<file path="src/rtl/uart_rx_os_if.sv">
// Received-word handshake bundle for uart_rx_os.
// master = receiver side, slave = consumer side.
interface uart_rx_os_if #(
  parameter int DATA_BITS = 8
) ();
  logic [DATA_BITS-1:0] data;
  logic                 data_valid;
  logic                 data_ready;

  modport master (
    output data,
    output data_valid,
    input  data_ready
  );

  modport slave (
    input  data,
    input  data_valid,
    output data_ready
  );
endinterface

</file>
<file path="src/rtl/uart_rx_os.sv">
// Oversampled UART receiver with sticky error flags and valid/ready output.
// Define UART_RX_MAJORITY_EN for 3-sample majority voting per bit.
module uart_rx_os #(
  parameter int CLK_DIV     = 10,
  parameter int OVERSAMPLE  = 16,
  parameter int DATA_BITS   = 8,
  parameter int PARITY_MODE = 0,
  parameter int STOP_BITS   = 1,
  parameter int LSB_FIRST   = 1
) (
  input  logic         clk_24,
  input  logic         reset,
  input  logic         rx,
  uart_rx_os_if.master bus,
  input  logic         err_clr,
  output logic         frame_err,
  output logic         parity_err,
  output logic         overrun,
  output logic         busy
);
  localparam int OS_W = $clog2(OVERSAMPLE);
  localparam int DV_W = $clog2(CLK_DIV);
`ifdef UART_RX_MAJORITY_EN
  localparam int START_PT = OVERSAMPLE / 2;
`else
  localparam int START_PT = OVERSAMPLE / 2 - 1;
`endif
  localparam logic PAR_ODD = (PARITY_MODE == 2);

  typedef enum logic [2:0] {
    S_IDLE, S_START, S_DATA, S_PARITY, S_STOP
  } state_t;

  state_t r_state, w_state_n;

  logic                 r_rx_meta, r_rx_sync, r_rx_prev;
  logic [1:0]           r_fill;
  logic [DV_W-1:0]      r_div;
  logic [OS_W-1:0]      r_os_cnt;
  logic [3:0]           r_bit_idx;
  logic [DATA_BITS-1:0] r_shift, r_data;
  logic                 r_valid, r_par_pend;
  logic                 r_frame_err, r_parity_err, r_overrun;

  logic w_tick, w_fall, w_dec, w_bit;
  logic w_done, w_accept, w_load;
  logic w_fe_set, w_pe_set, w_ov_set;

  // r_fill keeps reset-time sync values from looking like a falling edge
  always_ff @(posedge clk_24 or posedge reset) begin
    if (reset) begin
      r_rx_meta <= 1'b1;
      r_rx_sync <= 1'b1;
      r_rx_prev <= 1'b1;
      r_fill    <= 2'd0;
    end else begin
      r_rx_meta <= rx;
      r_rx_sync <= r_rx_meta;
      r_rx_prev <= r_rx_sync;
      if (r_fill != 2'd3) r_fill <= r_fill + 2'd1;
    end
  end

  assign w_fall = (r_fill == 2'd3) & r_rx_prev & ~r_rx_sync;
  assign w_tick = (r_div == DV_W'(CLK_DIV - 1));
  assign w_dec  = w_tick & (r_os_cnt == ((r_state == S_START) ?
                  OS_W'(START_PT) : OS_W'(OVERSAMPLE - 1)));

`ifdef UART_RX_MAJORITY_EN
  logic [1:0] r_hist;

  always_ff @(posedge clk_24 or posedge reset) begin
    if (reset)       r_hist <= 2'b11;
    else if (w_tick) r_hist <= {r_hist[0], r_rx_sync};
  end

  assign w_bit = (r_hist[1] & r_hist[0]) |
                 (r_hist[1] & r_rx_sync) |
                 (r_hist[0] & r_rx_sync);
`else
  assign w_bit = r_rx_sync;
`endif

  assign w_done   = (r_state == S_STOP) & w_dec &
                    (r_bit_idx == 4'(STOP_BITS - 1));
  assign w_accept = r_valid & bus.data_ready;
  assign w_load   = w_done & (~r_valid | w_accept);
  assign w_fe_set = (r_state == S_STOP) & w_dec & ~w_bit;
  assign w_pe_set = w_load & r_par_pend;
  assign w_ov_set = w_done & r_valid & ~w_accept;

  always_ff @(posedge clk_24 or posedge reset) begin
    if (reset) r_state <= S_IDLE;
    else       r_state <= w_state_n;
  end

  always_comb begin
    w_state_n = r_state;
    case (r_state)
      S_IDLE:   if (w_fall) w_state_n = S_START;
      S_START:  if (w_dec) w_state_n = w_bit ? S_IDLE : S_DATA;
      S_DATA:
        if (w_dec && r_bit_idx == 4'(DATA_BITS - 1))
          w_state_n = (PARITY_MODE != 0) ? S_PARITY : S_STOP;
      S_PARITY: if (w_dec) w_state_n = S_STOP;
      S_STOP:   if (w_done) w_state_n = S_IDLE;
      default:  w_state_n = S_IDLE;
    endcase
  end

  always_ff @(posedge clk_24 or posedge reset) begin
    if (reset) begin
      r_div      <= '0;
      r_os_cnt   <= '0;
      r_bit_idx  <= '0;
      r_shift    <= '0;
      r_par_pend <= 1'b0;
    end else begin
      r_div <= w_tick ? '0 : r_div + 1'b1;
      if (r_state == S_IDLE && w_fall) r_os_cnt <= '0;
      else if (w_tick) r_os_cnt <= w_dec ? '0 : r_os_cnt + 1'b1;
      if (w_dec) begin
        case (r_state)
          S_START: begin
            r_bit_idx  <= '0;
            r_par_pend <= 1'b0;
          end
          S_DATA: begin
            if (LSB_FIRST != 0)
              r_shift <= {w_bit, r_shift[DATA_BITS-1:1]};
            else
              r_shift <= {r_shift[DATA_BITS-2:0], w_bit};
            r_bit_idx <= (r_bit_idx == 4'(DATA_BITS - 1)) ?
                         4'd0 : r_bit_idx + 4'd1;
          end
          S_PARITY: begin
            r_par_pend <= ((^r_shift) ^ w_bit) != PAR_ODD;
            r_bit_idx  <= '0;
          end
          S_STOP:  r_bit_idx <= r_bit_idx + 4'd1;
          default: ;
        endcase
      end
    end
  end

  always_ff @(posedge clk_24 or posedge reset) begin
    if (reset) begin
      r_data       <= '0;
      r_valid      <= 1'b0;
      r_frame_err  <= 1'b0;
      r_parity_err <= 1'b0;
      r_overrun    <= 1'b0;
    end else begin
      if (w_load) begin
        r_data  <= r_shift;
        r_valid <= 1'b1;
      end else if (w_accept) begin
        r_valid <= 1'b0;
      end
      if (w_fe_set)     r_frame_err  <= 1'b1;
      else if (err_clr) r_frame_err  <= 1'b0;
      if (w_pe_set)     r_parity_err <= 1'b1;
      else if (err_clr) r_parity_err <= 1'b0;
      if (w_ov_set)     r_overrun    <= 1'b1;
      else if (err_clr) r_overrun    <= 1'b0;
    end
  end

  assign bus.data       = r_data;
  assign bus.data_valid = r_valid;
  assign frame_err      = r_frame_err;
  assign parity_err     = r_parity_err;
  assign overrun        = r_overrun;
  assign busy           = (r_state != S_IDLE);
endmodule
</file>
<file path="src/flat_wrapper.sv">
// flat-port wrapper written by rule: the top's interface ports become plain ports
module uart_rx_os_flat 
#(
  parameter int CLK_DIV     = 10,
  parameter int OVERSAMPLE  = 16,
  parameter int DATA_BITS   = 8,
  parameter int PARITY_MODE = 0,
  parameter int STOP_BITS   = 1,
  parameter int LSB_FIRST   = 1
)
  (clk_24, reset, rx, err_clr, frame_err, parity_err, overrun, busy, bus_data, bus_data_valid, bus_data_ready);
  uart_rx_os_if #(.DATA_BITS(DATA_BITS)) bus_i ();
  input  logic clk_24;
  input  logic reset;
  input  logic rx;
  input  logic err_clr;
  output logic frame_err;
  output logic parity_err;
  output logic overrun;
  output logic busy;
  output wire logic [$bits(bus_i.data)-1:0] bus_data;
  output wire logic [$bits(bus_i.data_valid)-1:0] bus_data_valid;
  input wire logic [$bits(bus_i.data_ready)-1:0] bus_data_ready;
  assign bus_data = bus_i.data;
  assign bus_data_valid = bus_i.data_valid;
  assign bus_i.data_ready = bus_data_ready;
  uart_rx_os #(.CLK_DIV(CLK_DIV), .OVERSAMPLE(OVERSAMPLE), .DATA_BITS(DATA_BITS), .PARITY_MODE(PARITY_MODE), .STOP_BITS(STOP_BITS), .LSB_FIRST(LSB_FIRST)) u_core (.clk_24(clk_24), .reset(reset), .rx(rx), .bus(bus_i), .err_clr(err_clr), .frame_err(frame_err), .parity_err(parity_err), .overrun(overrun), .busy(busy));
endmodule
</file>
<file path="config.mk">
export PLATFORM = sky130hd
export DESIGN_NAME = uart_rx_os_flat
export DESIGN_NICKNAME = d
export VERILOG_FILES = /design/src/rtl/uart_rx_os_if.sv /design/src/rtl/uart_rx_os.sv /design/src/flat_wrapper.sv
export SDC_FILE = /design/constraint.sdc
export NUM_CORES = 1
export LEC_CHECK = 0
export ABC_AREA = 0
export CAP_MARGIN = 20
export CORE_ASPECT_RATIO = 0.75
export CORE_MARGIN = 2
export CORE_UTILIZATION = 50
export DETAILED_ROUTE_END_ITERATION = 8
export DONT_BUFFER_PORTS = 1
export PLACE_DENSITY = 0.76
export SLEW_MARGIN = 40
export SYNTH_ARGS = -nofsm -noshare
export SYNTH_HDL_FRONTEND = slang
export SYNTH_SLANG_ARGS = --single-unit
</file>
<file path="constraint.sdc">
create_clock -name clk_24 -period 3.4 [get_ports clk_24]
set_input_delay 1.02 -clock clk_24 [delete_from_list [all_inputs] [get_ports clk_24]]
set_output_delay 1.02 -clock clk_24 [all_outputs]
set_load 0.02 [all_outputs]
</file>
# == After elaboration in Yosys (flattened, before gate mapping) ==
# Index checks and enable logic that the tools add are counted.
# word_totals
reg_bits,41
wordCells,88
in_bits,5
out_inout_bits,13
# classes
n_reduce_logical,18
n_eq_ne,14
n_addsub,4
n_mux,21
bitwise,16
# ops
cell,count
$mux W4,6
$mux W3,5
$pmux W3 S5,1
$add A4 B1 Y4 const B,3
$pmux W4 S3,1
$reduce_bool A2 Y1,6
$and A1 B1 Y1,11
$ne A2 B1 Y1 const B,5
$reduce_xor A8 Y1,1
$eq A3 B2 Y1 const B,2
$mux W1,6
$reduce_and A2 Y1,3
$reduce_bool A3 Y1,2
$reduce_and A5 Y1,1
$eq A4 B3 Y1 const B,1
$eq A4 B4 Y1,1
$eq A4 B4 Y1 const B,1
$logic_not A4 Y1,1
$eq A3 B1 Y1 const B,1
$eq A3 B3 Y1 const B,1
$logic_not A3 Y1,1
$not A1 Y1,3
$add A2 B1 Y2 const B,1
$eq A2 B2 Y1 const B,1
7 further kinds,8

# == Longest topological paths before layout ==
# Gate-level depths: netlist (run 1).
# depth
word_depth,9
depth_mapped,7
mapped_depth_nobuf,6

# == Worst setup path before layout (run 1) ==
# Ideal clock, no wire load.
# synth_path
path_type,register to register
start,reg u_core.r_div[1]
end,reg u_core.r_shift[0]
arrival_time_ns,1.916
path_buffers,2
path_stages_with_launch,8
required_ns,3.275
period_less_slack_ns,2.041
path_slack_ns,1.359
setup_ns,0.125
path_cell_list,dfrtp_1 nor4bb_1 buf_4 and3_4 nand2_4 or3_1 buf_6 mux2_4
# synth_between
elab_chain_cells,3
# synth_rtl
element,line_no,text
"start, declared",uart_rx_os.sv:38,logic [DV_W-1:0] r_div;
"start signal, assigned",uart_rx_os.sv:119,r_div <= w_tick ? '0 : r_div + 1'b1;
$eq A4 B4 Y1,uart_rx_os.sv:65,assign w_tick = (r_div == DV_W'(CLK_DIV - 1));
$and A1 B1 Y1,uart_rx_os.sv:66,assign w_dec = w_tick & (r_os_cnt == ((r_state == S_START) ?
$reduce_and A2 Y1 (no line),n/a,
"end signal, assigned",uart_rx_os.sv:130,"r_shift <= {w_bit, r_shift[DATA_BITS-1:1]};"
"end signal, assigned",uart_rx_os.sv:132,"r_shift <= {r_shift[DATA_BITS-2:0], w_bit};"
"end, declared",uart_rx_os.sv:41,"logic [DATA_BITS-1:0] r_shift, r_data;"
# No other way between the ends.
# A chain may end at the register's enable or synchronous reset.

# == Worst setup path in the final report (run 1) ==
# layout_path
start,reg u_core.r_state[0]
end,reg u_core.r_shift[4]
# layout_between
elab_chain_cells,5
elab_cells_between_ends,6
cone_classes,eq/ne: 3; mux: 1; bitwise: 1; reduce/logical: 1
# layout_rtl
element,line_no,text
"start, declared",uart_rx_os.sv:34,"state_t r_state, w_state_n;"
"start signal, assigned",uart_rx_os.sv:94,else r_state <= w_state_n;
$eq A3 B1 Y1,uart_rx_os.sv:66,
$mux W4,uart_rx_os.sv:66,
$eq A4 B4 Y1,uart_rx_os.sv:66,
$and A1 B1 Y1,uart_rx_os.sv:66,
$reduce_and A2 Y1 (no line) *,n/a,
# Mark *: on every way between the ends. The rest lies on a longest branch, timed or not.

==> metrics.cfg, run 1 <==
[clocking]
cts-root-buf = clkbuf_8
cts_tree = done
post_cts_buffers = 0
insertion_delay_ns = 0.30
clock_sinks = 41
clockBufferDepth = 2
cts_htree_levels = 2
numCtsBuffers = 5
cts_hold_buf = 0
path_clk_slew_ns = 0.07
post_cts_resized = 0

[setup_path]
worst_ep_arrival_time_ns = 2.58
rr_startpoint = u_core.r_state[0]
path_class = flop to flop
cp-start-kind = flop
crit_fanout = 11
critPathCaptureType = flop
crit_start = u_core.r_state[0]
crit_required_ns = 3.59

[sta]
worst_pin_slew_ns = 0.5455
setup_viol = 0
drv_slew = 0
fin_skew_ns = 0.004201
relSlewSlack_pct = 63.39
rsz0062_at_grt = false
clock.fmax_mhz = 417.5
finalHoldViolCount = 0
period_minus_slack_ns = 2.395
period_share_pct = 70.45
finalSetupTns_ns = 0

[synthesis]
synth_top_area_share_pct = 49.54
synth_nets = 168
synth_enable_flop_cells = 0
yosysUniqueCellTypes = 40
ys_warn_count = 0
synthFlopType = dfrtp_1
syn_area_um2 = 1919
yosysMostFrequentCell = dfrtp_1
synth_common_cells = dfrtp_1 (38), nand2_1 (12), mux2_2 (11), o21ai_0 (11), xnor2_1 (9)
seq_area_frac_synth_pct = 53.65
postSynthAreaPerCell_um2 = 12.07
synth_seq_cells = 41
ys_top_cells_by_area = dfrtp_1 (50%), mux2_2 (6.5%), mux2_4 (6.3%)
ys_async_sr_fraction_pct = 100.0
synth_cells = 159
yosysTopAreaCell = dfrtp_1

[power]
p_total_mw = 1.062
power_leakage_nw = 1.015
power_density_nw_per_um2 = 511.2
worst_ir_drop_vdd_v = 0.0002494

[finish]
final-seq-area_um2 = 1030
synthToLayoutAreaGrowth_pct = 8.214
stdcell_count = 218
multi_input_area_um2 = 824.5
fin_area_um2 = 2077
final_util_pct = 56.73
fin_nets = 174
drive_gt1_share_pct = 22.29
nFillCells = 304
n_antenna_cell = 0

[placed_design]
dpl.hpwl_mm = 2.350
dpl_cell_area_um2 = 1976
globalplace.congestion = 0.9166
port_buffers = 0
dp.cells = 210

[global_routing]
grt_usage_pct = 18.09
antenna_found_initial = 0
grt_overflow_total = 0
grt_pass1_vias = 1250
grt_max_degree = 21
grt_pass1_wl_mm = 5.761

[detailed_routing]
first_pass_iters = 6
postRouteAntennaNets = 0
first_iter_violations = 92
vias = 1197
wl_mm = 3.310
avgRoutedWirePerCell_um = 15.18
drc_errors = 0
viasPerCell = 5.491

[run_status]
run_status = complete, no violations

[floorplanning]
dieHeight_um = 57.66
start_util_pct = 52.43
core_area_um2 = 3661
io_pins = 18
fp.dieArea_um2 = 4355
num_rows = 19
fp.dieW_um = 75.54

[hold_path]
hold_class = flop to flop
hold_start = u_core.r_rx_meta

[flow_run]
cap_violations = 0

[worst paths after layout]
check / end / slack (ns) / depth (start not counted)
setup / recovery: u_core.r_shift[4] / 1.00 / 5
hold / removal: u_core.r_rx_sync / 0.36 / 0
setup reg to reg: u_core.r_shift[4] / 1.00 / 5
hold reg to reg: u_core.r_rx_sync / 0.36 / 0
max in group asynchronous: u_core.bus.data_valid / 2.18 / 2
min in group asynchronous: u_core.bus.data[6] / 0.61 / 1
[power breakdown]
| part | switching [mW] | total (mW) | internal (mW) |
|---|---|---|---|
| registers | 0.0442 | 0.560 | 0.515 |
| logic | 0.0939 | 0.155 | 0.0608 |
| clock network | 0.164 | 0.347 | 0.183 |
[critical path, stage by stage, from the launching register on]
cell	delay [ns]
dfrtp_1	0.51
nor3b_2	0.24
xor2_1	0.41
nand2_4	0.14
or3_1	0.60
mux2_4	0.38
[per-layer routing]
metal	part of all wire (%)	global-route usage, %
met5	0	0
met4	2.2	9.023
met3	5.3	4.696
met2	48	27.95
met1	45	23.65
[registers in the layout (all words and copies together), names as in the netlist]
| name | count |
|---|---|
| u_core.r_fill | 2 |
| u_core.bus.data | 8 |
| u_core.r_bit_idx | 4 |
| u_core.parity_err | 1 |
| u_core.overrun | 1 |
| u_core.r_par_pend | 1 |
| u_core.r_shift | 8 |
| u_core.r_state | 3 |
| u_core.r_rx_prev | 1 |
| u_core.r_rx_sync | 1 |
| u_core.r_os_cnt | 4 |
| u_core.frame_err | 1 |
| u_core.r_div | 4 |
| u_core.r_rx_meta | 1 |
| u_core.bus.data_valid | 1 |
[cells by family (layout without fill, tap and decap cells)]
kind of cell	Yosys count	in the layout	synth area share, %
mux	20	20	13.23
fa+ha+maj	4	4	2.608
compound gates	22	22	7.040
simple gates	47	47	14.15
buf+inv	12	19	3.390
flops	41	41	53.65
xor+xnor	13	13	5.932
[layout make-up]
class	instances	area share, %
Multi-Input combinational cell	106	39.70
Tap cell	52	3.133
Timing Repair Buffer	4	1.446
Inverter	7	1.265
Sequential cell	41	49.58
Clock buffer	7	4.639
Clock inverter	1	0.2410
[layout by cell type (no fill, tap or decap), types with 2 or more instances in the layout]
master	instances
a21o_1	2
ha_1	4
nand2_1	12
xnor2_1	9
a21oi_1	3
nand2b_1	4
o41ai_1	2
inv_1	7
xor2_1	4
nand3b_1	2
or3_1	2
mux2_2	11
nand3_1	4
o21ai_0	11
mux2_4	8
buf_4	4
nor2_1	6
dfrtp_1	38
nor2b_1	4
nor3_1	2
dfstp_2	3
clkbuf_8	7
[per-stage QoR]
step	setup slack (ns)	hold WS [ns]
detailed placement	1.031	0.3488
floorplan	1.359	0.3452
global route	0.8245	0.3612
CTS	0.9968	0.3597
finish	1.005	0.3574
global placement	1.138	0.3473
Note: power is estimated with default switching activity, not from simulation.
==> run 2: changes to the inputs <==
PLACE_DENSITY = 0.79   (was 0.76)
clock period = 2 ns   (was 3.4 ns; I/O delays follow)
==> metrics.cfg, run 2 (synthesis results as in run 1) <==
[sta]
relSlewSlack_pct = 67.25  ; +3.9 points
rsz0062_at_grt = true
worst_slack_ns = 0.02194  ; -0.9827 ns
period_share_pct = 98.90  ; +28 points
hold_slack_ns = 0.2963  ; -0.06104 ns
drv_slew = 0  ; unchanged
period_minus_slack_ns = 1.978  ; -0.4173 ns
setup_viol = 0  ; unchanged
finalSetupTns_ns = 0  ; unchanged
finalHoldViolCount = 0  ; unchanged
worst_pin_slew_ns = 0.4912  ; -0.05422 ns
clock.fmax_mhz = 505.5  ; +21%
fin_skew_ns = 0.003911  ; -0.0002899 ns

[placed_design]
dpl_cell_area_um2 = 2066  ; +4.6%
place_ws_ns = -0.05679  ; -1.087 ns
dpl.hpwl_mm = 2.415  ; +2.8%
dp.cells = 222  ; +5.7%
globalplace.congestion = 0.8944  ; -2.4%
port_buffers = 0  ; unchanged

[global_routing]
grt_max_degree = 42  ; +100%
grt_overflow_total = 0  ; unchanged
grt_pass1_vias = 1338  ; +7.0%
antenna_found_initial = 0  ; unchanged
grt_pass1_wl_mm = 5.878  ; +2.0%
grt_usage_pct = 18.10  ; about the same

[floorplanning]
fp.dieArea_um2 = 4355  ; unchanged
io_pins = 18  ; unchanged
dieHeight_um = 57.66  ; unchanged
core_area_um2 = 3661  ; unchanged
fp.dieW_um = 75.54  ; unchanged
start_util_pct = 52.43  ; unchanged
num_rows = 19  ; unchanged

[run_status]
run_status = complete, no violations

[setup_path]
cp_cell_sequence = nor4bb_4 > and3_4 > nand2_4 > or3_4 > buf_6 > mux2_4
path_class = flop to flop
crit_required_ns = 2.18  ; -1.41 ns
crit_fanout = 8  ; -3
cp_num_cells = 6  ; +1
cp-start-kind = flop
worst_ep_arrival_time_ns = 2.16  ; -0.42 ns
critPathTopFamily = simple AND/OR/NAND/NOR gates
crit_buf_inv = 1  ; +1
r2r_cells = 6  ; +1
cp_slowest_stage_delay_ns = 0.41  ; -0.19 ns
critPathCaptureType = flop
crit_slowest_cell = dfrtp_1

[finish]
fin_area_um2 = 2272  ; +9.4%
layout_common_cells = dfrtp_1 (38), buf_4 (17), nand2_1 (12)
fin_nets = 189  ; +8.6%
n_antenna_cell = 0  ; unchanged
final_util_pct = 62.06  ; +5.3 points
final_common_cell = dfrtp_1
drive_gt1_share_pct = 33.15  ; +11 points
synthToLayoutAreaGrowth_pct = 18.38
stdcell_count = 233  ; +6.9%

[detailed_routing]
avgRoutedWirePerCell_um = 16.04  ; +5.7%
first_pass_iters = 5  ; -1
postRouteAntennaNets = 0  ; unchanged
first_iter_violations = 54  ; -41%
viasPerCell = 5.408  ; -1.5%
drc_errors = 0  ; unchanged
vias = 1260  ; +5.3%
wl_mm = 3.738  ; +13%

[flow_run]
cap_violations = 0  ; unchanged

[clocking]
cts_hold_buf = 0  ; unchanged
insertion_delay_ns = 0.29  ; about the same
numCtsBuffers = 5  ; unchanged
cts_htree_levels = 2  ; unchanged
clockBufferDepth = 2  ; unchanged
cts_tree = done
clock_sinks = 41  ; unchanged
cts-root-buf = clkbuf_8
path_clk_slew_ns = 0.08  ; about the same

[power]
p_total_mw = 2.040  ; +92%
worst_ir_drop_vdd_v = 0.0005620  ; +130%
power_density_nw_per_um2 = 897.9  ; +76%
power_leakage_nw = 1.120  ; +10%

[hold_path]
hold_class = input port to asynchronous set/reset pin

==> run 2: cell count changes in the layout (fill, tap and decap cells not counted), sizes merged <==
| cell | delta |
|---|---|
| clkinvlp | +1 |
| bufinv | +1 |
| clkbuf | -1 |
| clkinv | -1 |
| buf | +15 |
==> run 2: worst paths after layout <==
path / from / slack (ns) / end
min in group clk_24: rx / 0.30 / u_core.r_rx_meta
setup / recovery: u_core.r_div[2] / 0.02 / u_core.r_shift[6]
hold reg to reg: u_core.r_rx_meta / 0.36 / u_core.r_rx_sync
hold / removal: reset / 0.30 / u_core.r_div[1]
max in group asynchronous: reset / 1.33 / u_core.r_rx_prev
setup reg to reg: u_core.r_div[2] / 0.02 / u_core.r_shift[6]
==> run 2: per-layer routing <==
layer,wire length [um],GRT usage (%)
met5,0,0
met4,51,6.516
met3,203,5.739
met2,1801,28.07
met1,1682,24.05
==> run 2: cell type report <==
cell class | count | area, um^2
tap | 52 | 65.06
multi-input combinational | 106 | 880.8
inverter | 7 | 26.28
fill | 289 | 1389
sequential | 41 | 1030
timing repair buffer | 19 | 150.1
clock buffer | 6 | 82.58
clock inverter | 2 | 37.54
==> run 2: power breakdown <==
group	leakage, nW	switching [mW]	internal, mW
clock	0.0574	0.285	0.406
combinational	0.524	0.244	0.187
sequential	0.538	0.0415	0.877
total	1.12	0.571	1.47
==> run 2: timing repair <==
item,in CTS,in global routing
endpoints found under the setup margin,16,17
cloned,0,1
resized for setup,1,13
buffers inserted,1,1
pin swaps,2,2
